$ cat src/rtl/spi_mem_host_if.sv
// Request-side and serial-side signals of the spi_mem command host.
// No logic of its own; carries the handshake between requester, host and spi_mem.
// Backpressure is busy (requester side) and ready/op_done (memory side).
interface spi_mem_host_if;
    logic       req;
    logic       wr;
    logic [7:0] addr;
    logic [7:0] wdata;
    logic       busy;
    logic       done;
    logic       err;
    logic [7:0] rdata;
    logic       cs;
    logic       miso;
    logic       mosi;
    logic       ready;
    logic       op_done;

    // The host itself.
    modport slave (
        input  req, wr, addr, wdata, mosi, ready, op_done,
        output busy, done, err, rdata, cs, miso
    );

    // Whoever drives requests and plays the memory side.
    modport master (
        output req, wr, addr, wdata, mosi, ready, op_done,
        input  busy, done, err, rdata, cs, miso
    );
endinterface

$ cat src/rtl/spi_mem_host.sv
// Serialises one read/write request into a spi_mem frame and returns the result.
// Latency: write done after edge A+20, read after A+21 with a prompt spi_mem; range error after A.
// Backpressure: one request in flight, req ignored while busy; ready/op_done waits bounded by TIMEOUT.
module spi_mem_host #(
    parameter int DEPTH   = 32,
    parameter int TIMEOUT = 64
) (
    input  logic          clk,
    input  logic          rst,
    spi_mem_host_if.slave bus
);
    localparam int              TW       = $clog2(TIMEOUT + 1);
    localparam logic [TW-1:0]   TMO_LAST = TW'(TIMEOUT - 1);
    localparam logic [8:0]      DEPTH_W  = 9'(DEPTH);

    typedef enum logic [2:0] {
        IDLE,
        OPBIT,
        ADDR,
        WDATA,
        STOP,
        WAIT_RDY,
        RECV,
        WAIT_DONE
    } state_t;

    state_t          state_q, state_d;
    logic            cs_q, cs_d;
    logic            miso_q, miso_d;
    logic            busy_q, busy_d;
    logic            done_q, done_d;
    logic            err_q, err_d;
    logic [7:0]      rdata_q, rdata_d;
    logic [7:0]      rsh_q, rsh_d;
    logic [2:0]      bit_q, bit_d;
    logic [TW-1:0]   tmo_q, tmo_d;
    logic            wr_q, wr_d;
    logic [7:0]      addr_q, addr_d;
    logic [7:0]      wdata_q, wdata_d;

    assign bus.cs    = cs_q;
    assign bus.miso  = miso_q;
    assign bus.busy  = busy_q;
    assign bus.done  = done_q;
    assign bus.err   = err_q;
    assign bus.rdata = rdata_q;

    // State and datapath registers; everything returns to idle on reset.
    always_ff @(posedge clk or negedge rst) begin
        if (!rst) begin
            state_q <= IDLE;
            cs_q    <= 1'b1;
            miso_q  <= 1'b0;
            busy_q  <= 1'b0;
            done_q  <= 1'b0;
            err_q   <= 1'b0;
            rdata_q <= '0;
            rsh_q   <= '0;
            bit_q   <= '0;
            tmo_q   <= '0;
            wr_q    <= 1'b0;
            addr_q  <= '0;
            wdata_q <= '0;
        end else begin
            state_q <= state_d;
            cs_q    <= cs_d;
            miso_q  <= miso_d;
            busy_q  <= busy_d;
            done_q  <= done_d;
            err_q   <= err_d;
            rdata_q <= rdata_d;
            rsh_q   <= rsh_d;
            bit_q   <= bit_d;
            tmo_q   <= tmo_d;
            wr_q    <= wr_d;
            addr_q  <= addr_d;
            wdata_q <= wdata_d;
        end
    end

    // Next-state and output decode for the frame sequencer.
    always_comb begin
        state_d = state_q;
        cs_d    = cs_q;
        miso_d  = miso_q;
        busy_d  = busy_q;
        done_d  = 1'b0;
        err_d   = err_q;
        rdata_d = rdata_q;
        rsh_d   = rsh_q;
        bit_d   = bit_q;
        tmo_d   = tmo_q;
        wr_d    = wr_q;
        addr_d  = addr_q;
        wdata_d = wdata_q;

        case (state_q)
            IDLE: begin
                if (bus.req && !busy_q) begin
                    if ({1'b0, bus.addr} >= DEPTH_W) begin
                        // Out-of-range: answer immediately, never touch the memory.
                        done_d = 1'b1;
                        err_d  = 1'b1;
                    end else begin
                        cs_d    = 1'b0;
                        miso_d  = 1'b0;
                        busy_d  = 1'b1;
                        err_d   = 1'b0;
                        wr_d    = bus.wr;
                        addr_d  = bus.addr;
                        wdata_d = bus.wdata;
                        bit_d   = '0;
                        state_d = OPBIT;
                    end
                end
            end
            OPBIT: begin
                miso_d  = wr_q;
                bit_d   = '0;
                state_d = ADDR;
            end
            ADDR: begin
                miso_d = addr_q[bit_q];
                bit_d  = bit_q + 3'd1;
                if (bit_q == 3'd7) begin
                    state_d = wr_q ? WDATA : STOP;
                end
            end
            WDATA: begin
                miso_d = wdata_q[bit_q];
                bit_d  = bit_q + 3'd1;
                if (bit_q == 3'd7) begin
                    state_d = STOP;
                end
            end
            STOP: begin
                // Raising cs ends the frame; spi_mem then runs the operation.
                cs_d    = 1'b1;
                miso_d  = 1'b0;
                tmo_d   = '0;
                state_d = wr_q ? WAIT_DONE : WAIT_RDY;
            end
            WAIT_RDY: begin
                if (bus.op_done) begin
                    done_d  = 1'b1;
                    err_d   = 1'b1;
                    busy_d  = 1'b0;
                    state_d = IDLE;
                end else if (bus.ready) begin
                    rsh_d[0] = bus.mosi;
                    bit_d    = 3'd1;
                    state_d  = RECV;
                end else if (tmo_q == TMO_LAST) begin
                    done_d  = 1'b1;
                    err_d   = 1'b1;
                    busy_d  = 1'b0;
                    state_d = IDLE;
                end else begin
                    tmo_d = tmo_q + 1'b1;
                end
            end
            RECV: begin
                // Once ready has been seen the remaining bits follow back to back.
                if (bus.op_done) begin
                    done_d  = 1'b1;
                    err_d   = 1'b1;
                    busy_d  = 1'b0;
                    state_d = IDLE;
                end else begin
                    rsh_d[bit_q] = bus.mosi;
                    bit_d        = bit_q + 3'd1;
                    if (bit_q == 3'd7) begin
                        tmo_d   = '0;
                        state_d = WAIT_DONE;
                    end
                end
            end
            WAIT_DONE: begin
                if (bus.op_done) begin
                    done_d  = 1'b1;
                    err_d   = 1'b0;
                    busy_d  = 1'b0;
                    if (!wr_q) begin
                        rdata_d = rsh_q;
                    end
                    state_d = IDLE;
                end else if (tmo_q == TMO_LAST) begin
                    done_d  = 1'b1;
                    err_d   = 1'b1;
                    busy_d  = 1'b0;
                    state_d = IDLE;
                end else begin
                    tmo_d = tmo_q + 1'b1;
                end
            end
            default: begin
                state_d = IDLE;
            end
        endcase
    end
endmodule

$ cat src/flat_wrapper.sv
// flat-port wrapper written by rule: the top's interface ports become plain ports
module spi_mem_host_flat 
#(
    parameter int DEPTH   = 32,
    parameter int TIMEOUT = 64
)
  (clk, rst, bus_req, bus_wr, bus_addr, bus_wdata, bus_mosi, bus_ready, bus_op_done, bus_busy, bus_done, bus_err, bus_rdata, bus_cs, bus_miso);
  spi_mem_host_if bus_i ();
  input  logic clk;
  input  logic rst;
  input wire logic [$bits(bus_i.req)-1:0] bus_req;
  input wire logic [$bits(bus_i.wr)-1:0] bus_wr;
  input wire logic [$bits(bus_i.addr)-1:0] bus_addr;
  input wire logic [$bits(bus_i.wdata)-1:0] bus_wdata;
  input wire logic [$bits(bus_i.mosi)-1:0] bus_mosi;
  input wire logic [$bits(bus_i.ready)-1:0] bus_ready;
  input wire logic [$bits(bus_i.op_done)-1:0] bus_op_done;
  output wire logic [$bits(bus_i.busy)-1:0] bus_busy;
  output wire logic [$bits(bus_i.done)-1:0] bus_done;
  output wire logic [$bits(bus_i.err)-1:0] bus_err;
  output wire logic [$bits(bus_i.rdata)-1:0] bus_rdata;
  output wire logic [$bits(bus_i.cs)-1:0] bus_cs;
  output wire logic [$bits(bus_i.miso)-1:0] bus_miso;
  assign bus_i.req = bus_req;
  assign bus_i.wr = bus_wr;
  assign bus_i.addr = bus_addr;
  assign bus_i.wdata = bus_wdata;
  assign bus_i.mosi = bus_mosi;
  assign bus_i.ready = bus_ready;
  assign bus_i.op_done = bus_op_done;
  assign bus_busy = bus_i.busy;
  assign bus_done = bus_i.done;
  assign bus_err = bus_i.err;
  assign bus_rdata = bus_i.rdata;
  assign bus_cs = bus_i.cs;
  assign bus_miso = bus_i.miso;
  spi_mem_host #(.DEPTH(DEPTH), .TIMEOUT(TIMEOUT)) u_core (.clk(clk), .rst(rst), .bus(bus_i));
endmodule
$ cat config.mk
export PLATFORM = sky130hd
export DESIGN_NAME = spi_mem_host_flat
export DESIGN_NICKNAME = d
export VERILOG_FILES = /design/src/rtl/spi_mem_host_if.sv /design/src/rtl/spi_mem_host.sv /design/src/flat_wrapper.sv
export SDC_FILE = /design/constraint.sdc
export NUM_CORES = 1
export LEC_CHECK = 0
export ABC_CLOCK_PERIOD_IN_PS = 5600
export BUFFER_PORTS_ARGS = -buffer_cell sky130_fd_sc_hd__buf_4
export CELL_PAD_IN_SITES_DETAIL_PLACEMENT = 1
export CELL_PAD_IN_SITES_GLOBAL_PLACEMENT = 1
export CORE_MARGIN = 2
export CORE_UTILIZATION = 49
export DETAILED_ROUTE_END_ITERATION = 16
export GPL_TIMING_DRIVEN = 0
export HOLD_SLACK_MARGIN = 0.12
export PLACE_DENSITY_LB_ADDON = 0.1
export SYNTH_ARGS = -nofsm -noshare
export SYNTH_HDL_FRONTEND = slang
export SYNTH_SLANG_ARGS = --single-unit
$ cat constraint.sdc
create_clock -name clk -period 5.6 [get_ports clk]
set_clock_uncertainty 0.15 [all_clocks]
set_input_delay 1.4 -clock clk [delete_from_list [all_inputs] [get_ports clk]]
set_output_delay 1.4 -clock clk [all_outputs]
set_load 0.05 [all_outputs]
==> metrics.md, run 1 <==
| Metric | Value |
|---|---|
| Unrepaired setup endpoints after global routing | no |
| Cells after synthesis | 238 |
| Main synth FF type | dfrtp_1 |
| Status | finished clean |
| Slew @ Worst Pin | 0.648 ns |
| Max Used Layer | met4 |
| Setup Total Neg Slack | 0 ns |
| Post CTS Setup Buffer Count | 0 |
| GRT Total Usage | 0.206 |
| Port bufs | 35 |
| Dpl cell area | 2980 µm² |
| Clock transition at the registers of the reported paths | 0.09 ns |
| Ports | 36 |
| Vias | 1,994 |
| Cell area after synthesis | 2630 µm² |
| Slew Viols, Final | 0 |
| Crit start category | input pin |
| EDFF count, synth | 0 |
| Yosys cell types | 58 |
| Die span in y | 77.2 µm |
| Asr flop ratio synth | 1.00 |
| First-pass detailed-route iteration total | 4 |
| Grt ovf | 0 |
| Setup CP Type | input pin to flip-flop |
| Htree depth | 2 |
| Final period utilization | 0.469 |
| Vias in the first global route | 2,045 |
| CP endpoint kind | flip-flop |
| PwrDens | 465 nW/µm² |
| DR WL met2 | 2970 µm |
| CTS Sinks | 51 |
| Routed len/inst | 16.5 µm |
| Lkg Pwr | 1.43 nW |
| Required time worst endpoint | 5.63 ns |
| GPL Wtd Cong | 0.804 |
| Wire length on met3 | 134 µm |
| Clk buf depth | 2 |
| Max-cap viol count | 0 |
| M1 WL | 2620 µm |
| Post-DR vias/cell | 5.70 |
| Final setup vio count | 0 |
| Layout cells sized above 1 | 0.282 |
| First-pass GRT wire length | 9840 µm |
| Starting Density | 0.511 |
| Max frequency | 381 MHz |
| Util after Layout | 0.596 |
| Initial DRC Count | 88 |
| Antenna violations before repair | 0 |
| Final min period | 2.63 ns |
| Cell Rows | 26 |
| Post-DP HPWL | 4320 µm |
| Post-synthesis sequential area ratio | 0.486 |
| Fin area | 3060 µm² |
| Largest net degree at the start of global routing | 52 |
| Detail Route Antenna Nets | 0 |
| Mean Syn Cell Area | 11.0 µm² |
| Core area | 5140 µm² |
| CTS buffer count | 5 |
| Fin nets | 306 |
| Maximum vdd ir drop | 204 µV |
| Hold Worst Slack | 0.347 ns |
| CTS resizes | 0 |
| Commonest non-fill, non-tap cell in the layout | dfrtp_1 |
| Layout area overhead | 16.7% |
| Hold buffers post-CTS | 0 |
| Fillers | 587 |
| Clock latency on the worst-skew pair | 0.30 ns |
| # DRC | 0 |
| Diodes inserted | 0 |
| Synthesis-stage register bit count | 51 |
| HP Class | flip-flop to flip-flop |
| Yosys warns | 0 |
| Synthesized net count | 264 |
| DIE AREA | 5960 µm² |
| CTS tree | done |
| Post-Route WL | 5770 µm |
| Die X | 77.2 µm |
| CTS Root Cell | clkbuf_8 |
| Worst EP arrival | 2.66 ns |
| Relative slew margins | 0.568 |
| Hold Fails Final Rpt | 0 |
| CP max FO | 10 |
| Commonest cells after routing, fill and taps aside | dfrtp_1, buf_4, nand2_1, mux2_1, a21oi_1 |
flip-flops by register name, indices dropped and copies added (netlist names):
name and flops:
u_core.bus.err 1, u_core.tmo_q 7, u_core.bus.busy 1, u_core.bus.miso 1, u_core.addr_q 8, u_core.bit_q 3, u_core.wr_q 1, u_core.bus.done 1
u_core.rsh_q 8, u_core.wdata_q 8, u_core.state_q 3, u_core.bus.rdata 8, u_core.bus.cs 1
cell type report:
class                      count  area, µm²  share of cell area
clock inverter                 1       5.00             0.00163
multi-input combinational    170       1260               0.410
sequential                    51       1280               0.417
buffer                        12       72.6              0.0237
tap                           70       87.6              0.0286
inverter                       5       18.8             0.00612
timing repair buffer          35        263              0.0857
clock buffer                   6       82.6              0.0269
kinds of logic after synthesis:
kind of cell,synth area share
AND/OR/NAND/NOR,0.158
AO/OA/AOI/OAI,0.143
flip-flops,0.486
multiplexers,0.163
buffers and inverters,0.0348
adder cells (fa/ha/maj),0.0143
layer usage:
| metal | track usage | vias to the layer above |
|---|---|---|
| li1 | - | 952 |
| met1 | 0.273 | 1013 |
| met2 | 0.354 | 24 |
| met3 | 0.0318 | 5 |
| met4 | 0.0536 | 0 |
| met5 | 0 | - |
Yosys cell counts (2+ instances only):
master	n	area share
a21oi_1	14	0.027
a221oi_1	2	0.0067
a22oi_1	3	0.0086
a31oi_1	5	0.012
a41oi_1	2	0.0067
and2_1	4	0.0095
buf_2	4	0.0076
buf_4	2	0.0057
buf_6	2	0.0086
clkbuf_1	4	0.0057
dfrtp_1	50	0.48
ha_1	3	0.014
inv_1	4	0.0057
mux2_1	15	0.064
mux2_2	11	0.047
mux2_4	7	0.040
mux2i_1	3	0.011
nand2_1	18	0.026
nand2b_1	5	0.012
nand3_1	7	0.013
nand3b_1	2	0.0057
nand4_1	2	0.0048
nor2_1	13	0.019
nor2b_1	5	0.012
nor3_2	2	0.0076
o21a_1	3	0.0086
o21ai_0	11	0.021
o21ai_1	2	0.0038
o22ai_1	2	0.0048
o31ai_1	3	0.0086
where the power goes:
part	internal, mW	switching [mW]
clock	0.0972	0.114
combinational	0.255	0.412
sequential	0.471	0.0768
total	0.823	0.603
path summary, 6_finish.rpt:
path / slack (ns) / cells past startpoint / startpoint / to
worst max register to register: 3.48 / 6 / u_core.tmo_q[0] / u_core.tmo_q[3]
min in group asynchronous: 0.97 / 1 / rst / u_core.tmo_q[3]
worst min-delay path: 0.35 / 1 / u_core.bus.rdata[7] / u_core.bus.rdata[7]
max in group asynchronous: 3.89 / 1 / rst / u_core.state_q[1]
worst min register to register: 0.35 / 1 / u_core.bus.rdata[7] / u_core.bus.rdata[7]
worst max-delay path: 2.97 / 5 / bus_addr[7] / u_core.addr_q[2]
critical path, stage by stage:
cell,delay [ns]
buf_4,0.11
nor3_2,0.41
nand3_4,0.22
buf_6,0.22
mux2_4,0.30
per-stage QoR:
step	cells	setup slack [ns]	power [mW]
finish	350	2.97	1.43
global route	350	2.85	1.53
CTS	350	2.96	1.44
detailed placement	343	2.64	1.23
global placement	343	2.67	1.20
floorplan	238	2.94	1.03
No activity file was read; power rests on OpenSTA's default activity.
==> run 2, diff against run 1 <==
--- a/config.mk
+++ b/config.mk
@@ -5,12 +5,13 @@
 export SDC_FILE = /design/constraint.sdc
 export NUM_CORES = 1
 export LEC_CHECK = 0
-export ABC_CLOCK_PERIOD_IN_PS = 5600
+export ABC_AREA = 1
+export ABC_CLOCK_PERIOD_IN_PS = 2500
 export BUFFER_PORTS_ARGS = -buffer_cell sky130_fd_sc_hd__buf_4
 export CELL_PAD_IN_SITES_DETAIL_PLACEMENT = 1
 export CELL_PAD_IN_SITES_GLOBAL_PLACEMENT = 1
 export CORE_MARGIN = 2
-export CORE_UTILIZATION = 49
+export CORE_UTILIZATION = 42
 export DETAILED_ROUTE_END_ITERATION = 16
 export GPL_TIMING_DRIVEN = 0
 export HOLD_SLACK_MARGIN = 0.12
==> constraint.sdc (replaced) <==
create_clock -name clk -period 2.5 [get_ports clk]
set_clock_uncertainty 0.15 [all_clocks]
set_input_delay 0.625 -clock clk [delete_from_list [all_inputs] [get_ports clk]]
set_output_delay 0.625 -clock clk [all_outputs]
set_load 0.05 [all_outputs]
==> run 2 against run 1 <==
Effect of this change: worst hold slack worse by 0.16 ns; design area is 3.3% higher; non-clock buffer count is 5 lower; total power is 130% higher.
==> metrics.md, run 2 <==
| Metric | Value |
|---|---|
| Diodes inserted | 0 |
| Final min period | 1.99 ns |
| Die span in y | 84.0 µm |
| GPL Wtd Cong | 0.880 |
| FF-to-FF Start | u_core.bus.busy |
| NetSw | 1.41 mW |
| Vias | 2,302 |
| HP Class | input pin to async pin |
| Most common cell in the netlist | nand2_1 |
| Final setup vio count | 0 |
| Most frequent cells after synthesis | nand2_1, dfrtp_1, inv_1 |
| Maximum vdd ir drop | 445 µV |
| Antenna violations before repair | 0 |
| Die X | 84.0 µm |
| Post-synthesis sequential area ratio | 0.476 |
| DIE AREA | 7050 µm² |
| Final period utilization | 0.795 |
| Starting Density | 0.428 |
| CTS buffer count | 5 |
| Clk buf depth | 2 |
| Hold Fails Final Rpt | 0 |
| PwrDens | 1030 nW/µm² |
| Switch share | 0.429 |
| Ports | 36 |
| P_int | 1.87 mW |
| Top-area cell type share of the netlist area | 0.466 |
| Post-DP HPWL | 4740 µm |
| Required time worst endpoint | 2.54 ns |
| First-pass detailed-route iteration total | 4 |
| Grt ovf | 0 |
| Relative slew margins | 0.564 |
| Routed len/inst | 13.7 µm |
| Comb power frac | 0.429 |
| Max frequency | 503 MHz |
| Core area | 6280 µm² |
| Crit start category | flip-flop |
| CTS tree | done |
| Largest net degree at the start of global routing | 52 |
| Yosys cell types | 25 |
| First-pass GRT wire length | 11,200 µm |
| Port bufs | 35 |
| Setup CP Type | flip-flop to flip-flop |
| # DRC | 0 |
| Hold Worst Slack | 0.183 ns |
| CP endpoint kind | flip-flop |
| Dpl cell area | 3050 µm² |
| Slew @ Worst Pin | 0.654 ns |
| Lkg Pwr | 1.70 nW |
| Detail Route Antenna Nets | 0 |
| EDFF count, synth | 0 |
| Commonest non-fill, non-tap cell in the layout | nand2_1 |
| Clock transition at the registers of the reported paths | 0.10 ns |
| Setup WS pre-CTS | 0.144 ns |
| Htree depth | 2 |
| Commonest cells after routing, fill and taps aside | nand2_1, dfrtp_1, inv_1, buf_4 |
| Yosys warns | 0 |
| R2r setup slk | 0.51 ns |
| Cells after synthesis | 343 |
| CTS resizes | 0 |
| R2R Path End | u_core.bit_q[0] |
| Vias in the first global route | 2,433 |
| Synthesized net count | 369 |
| Hold buffers post-CTS | 0 |
| Util after Layout | 0.504 |
| Worst EP arrival | 2.03 ns |
| GRT Total Usage | 0.196 |
| Unrepaired setup endpoints after global routing | no |
| Fin nets | 411 |
| Main synth FF type | dfrtp_1 |
| Layout area overhead | 17.9% |
| Fin area | 3170 µm² |
| Post-Layout Cell Count | 463 |
| CTS Root Cell | clkbuf_8 |
| Post-placement cell count | 455 |
| Initial DRC Count | 55 |
| CTS Sinks | 51 |
| Asr flop ratio synth | 1.00 |
| Max-cap viol count | 0 |
| Cell Rows | 29 |
| Share of total power in the clock network | 0.193 |
| Slew Viols, Final | 0 |
| Post CTS Setup Buffer Count | 0 |
| Setup Total Neg Slack | 0 ns |
| Cell area after synthesis | 2690 µm² |
| Total Power | 3.28 mW |
| Post-synth top area cell | dfrtp_1 |
| Post-DR vias/cell | 4.97 |
| Worst R2R Path Depth | 6 |
| Setup WS post-layout | 0.512 ns |
| Post-Route WL | 6330 µm |
| CP max FO | 6 |
| Top cells by area, synth | dfrtp_1, nand2_1, inv_1 |
| Layout cells sized above 1 | 0.174 |
| Reg power frac | 0.379 |
| Synthesis-stage register bit count | 51 |
| Clock latency on the worst-skew pair | 0.31 ns |
| Mean Syn Cell Area | 7.83 µm² |
| Status | finished clean |
==> run 2: critical path, stage by stage (launching register included) <==
cell	delay [ns]
dfrtp_1	0.40
nor2_1	0.28
inv_1	0.11
o21ai_0	0.47
o211ai_2	0.26
nand2_1	0.11
o21ai_0	0.08
==> run 2: cells by family (layout without fill, tap and decap cells) <==
logic type / count (synthesis) / after routing / share of synthesized area
adder cells (fa/ha/maj): 3 / 3 / 0.0140
XOR/XNOR: 4 / 4 / 0.0130
flip-flops: 51 / 51 / 0.476
AND/OR/NAND/NOR: 179 / 179 / 0.288
buffers and inverters: 52 / 95 / 0.0834
multiplexers: 8 / 8 / 0.0335
AO/OA/AOI/OAI: 46 / 46 / 0.0927
==> run 2: per-layer routing <==
layer / wire length [µm] / global-route usage / vias to the layer above
li1: - / - / 1169
met1: 2920 / 0.238 / 1102
met2: 3160 / 0.353 / 26
met3: 166 / 0.0307 / 5
met4: 80 / 0.0616 / 0
met5: 0 / 0 / -
==> run 2: area by class of cell <==
type                       instances  area, µm²
clock inverter                     2       38.8
multi-input combinational        240       1180
sequential                        51       1280
timing repair buffer              35        263
buffer                             7       55.1
fill                             791       3110
tap                               77       96.3
clock buffer                       6       82.6
inverter                          45        169
==> run 2: power by group through the flow <==
stage	Sequential (mW)	Clock (mW)	Combinational (mW)
finish	1.24	0.631	1.40
floorplan	1.41	0	0.847
global placement	1.25	0	1.38
CTS	1.25	0.647	1.43
global route	1.28	0.681	1.59
detailed placement	1.26	0	1.42
==> run 2: worst max-delay path by stage <==
stage	depth (start not counted)	slack, ns	end	from
2_1_floorplan	7	0.67	u_core.state_q[2]	bus_req
3_3_place_gp	7	0.20	u_core.bit_q[1]	bus_addr[7]
3_5_place_dp	8	0.14	u_core.bit_q[2]	bus_req
4_1_cts	6	0.46	u_core.bit_q[0]	u_core.bus.busy
5_1_grt	6	0.28	u_core.bit_q[0]	u_core.bus.busy
6_report	6	0.51	u_core.bit_q[0]	u_core.bus.busy
==> run 3, diff against run 2 <==
--- a/config.mk
+++ b/config.mk
@@ -6,7 +6,7 @@
 export NUM_CORES = 1
 export LEC_CHECK = 0
 export ABC_AREA = 1
-export ABC_CLOCK_PERIOD_IN_PS = 2500
+export ABC_CLOCK_PERIOD_IN_PS = 2050
 export BUFFER_PORTS_ARGS = -buffer_cell sky130_fd_sc_hd__buf_4
 export CELL_PAD_IN_SITES_DETAIL_PLACEMENT = 1
 export CELL_PAD_IN_SITES_GLOBAL_PLACEMENT = 1
==> constraint.sdc (replaced) <==
create_clock -name clk -period 2.05 [get_ports clk]
set_clock_uncertainty 0.15 [all_clocks]
set_input_delay 0.5125 -clock clk [delete_from_list [all_inputs] [get_ports clk]]
set_output_delay 0.5125 -clock clk [all_outputs]
set_load 0.05 [all_outputs]
==> run 3 against run 2 <==
Effect of this change: first-iteration DRC count up 5.5%; via count decreased by 0.13%; combinational power is 23% higher; worst hold slack better by 0.057 ns; total power increased by 22%; critical path type unchanged; routed wire length grew 0.11%; sequential cell count did not move; die area did not move; design area up 0.40%; register-to-register slack got worse by 0.30 ns.
==> metrics.md, run 3 (synthesis gave the netlist of run 2 again) <==
| Metric | Value |
|---|---|
| Maximum vdd ir drop | 543 µV |
| GRT Total Usage | 0.196 |
| Commonest cells after routing, fill and taps aside | nand2_1, dfrtp_1, inv_1, buf_4 |
| CTS buffer count | 5 |
| Vias in the first global route | 2,436 |
| Setup Total Neg Slack | 0 ns |
| Diodes inserted | 0 |
| Hold Fails Final Rpt | 0 |
| Commonest non-fill, non-tap cell in the layout | nand2_1 |
| CTS Sinks | 51 |
| Crit start category | flip-flop |
| Post-DP HPWL | 4740 µm |
| Unrepaired setup endpoints after global routing | no |
| Post CTS Setup Buffer Count | 0 |
| Fin area | 3180 µm² |
| Clock transition at the registers of the reported paths | 0.10 ns |
| Final min period | 1.84 ns |
| GPL Wtd Cong | 0.880 |
| CP endpoint kind | flip-flop |
| Setup WS pre-CTS | -0.193 ns |
| Vias | 2,299 |
| Max frequency | 543 MHz |
| Cell Rows | 29 |
| Final setup vio count | 0 |
| Post-Route WL | 6330 µm |
| Slew @ Worst Pin | 0.656 ns |
| First-pass GRT wire length | 11,200 µm |
| Largest net degree at the start of global routing | 52 |
| Status | finished clean |
| Fin nets | 412 |
| Antenna violations before repair | 0 |
| Worst R2R Path Depth | 9 |
| Detail Route Antenna Nets | 0 |
| PwrDens | 1260 nW/µm² |
| Ports | 36 |
| Core area | 6280 µm² |
| Initial DRC Count | 58 |
| Post-DR vias/cell | 4.95 |
| Starting Density | 0.428 |
| Post-Layout Cell Count | 464 |
| Relative slew margins | 0.563 |
| Htree depth | 2 |
| Grt ovf | 0 |
| Setup WS post-layout | 0.207 ns |
| Die span in y | 84.0 µm |
| Hold path depth | 3 |
| HP Class | input pin to flip-flop |
| Lkg Pwr | 1.70 nW |
| First-pass detailed-route iteration total | 4 |
| Hold Worst Slack | 0.240 ns |
| Dpl cell area | 3050 µm² |
| Final period utilization | 0.899 |
| Worst EP arrival | 1.96 ns |
| Layout cells sized above 1 | 0.176 |
| DIE AREA | 7050 µm² |
| Max-cap viol count | 0 |
| Slew Viols, Final | 0 |
| CTS tree | done |
| Layout area overhead | 18.4% |
| Clock latency on the worst-skew pair | 0.31 ns |
| Fillers | 789 |
| Post-placement cell count | 455 |
| Die X | 84.0 µm |
| Setup CP Type | flip-flop to flip-flop |
| Port bufs | 35 |
| CP max FO | 10 |
| Clk buf depth | 2 |
| Required time worst endpoint | 2.16 ns |
| # DRC | 0 |
| Routed len/inst | 13.7 µm |
| Total Power | 4.00 mW |
| CTS Root Cell | clkbuf_8 |
| Util after Layout | 0.506 |
run 3: cell count changes in the layout (fill, tap and decap cells not counted):
cell | before | now
nor2_2 | 0 | 1
o21ai_0 | 30 | 29
dlygate4sd3_1 | 0 | 1
o21ai_1 | 0 | 1
nor2_1 | 30 | 29
run 3: cell type report:
class | instances | area (µm²) | share of cell area
clock inverters | 2 | 38.8 | 0.0122
inverters | 45 | 169 | 0.0531
well taps | 77 | 96.3 | 0.0303
repair buffers | 36 | 273 | 0.0858
flip-flops and latches | 51 | 1280 | 0.402
multi-input cells | 240 | 1190 | 0.373
plain buffers | 7 | 55.1 | 0.0173
clock buffers | 6 | 82.6 | 0.0260
run 3: routing by layer:
metal,vias to the layer above,GRT usage,share of wire
met4,0,0.0616,0.013
met3,5,0.0307,0.026
li1,1171,-,-
met5,-,0,0
met1,1097,0.239,0.46
met2,26,0.353,0.50
run 3: report_power, final:
part	total (mW)	switching, mW	internal [mW]
clock	0.768	0.366	0.402
sequential	1.51	0.190	1.32
combinational	1.72	1.16	0.558
run 3: critical path, cell delays in order, from the launching register on:
cell and delay [ns]:
dfrtp_1 0.39, buf_6 0.14, nand3_1 0.23, nand2_1 0.27, nand2_1 0.13, inv_1 0.04
nor2_1 0.14, buf_6 0.16, nand3_1 0.08, nand2_1 0.07
run 3: worst paths after layout:
check	slack (ns)	end	start
worst max register to register	0.21	u_core.tmo_q[2]	u_core.state_q[0]
max in group asynchronous	0.69	u_core.bit_q[0]	rst
worst min-delay path	0.24	u_core.addr_q[2]	bus_addr[2]
worst max-delay path	0.21	u_core.tmo_q[2]	u_core.state_q[0]
min in group asynchronous	0.62	u_core.bus.done	rst
worst min register to register	0.32	u_core.bus.cs	u_core.bus.cs
run 3: what timing repair did:
action                                  CTS  global route
hold buffers                              1             0
resized for setup                         0             2
hold endpoints to repair                 50             0
endpoints found under the setup margin    0             7
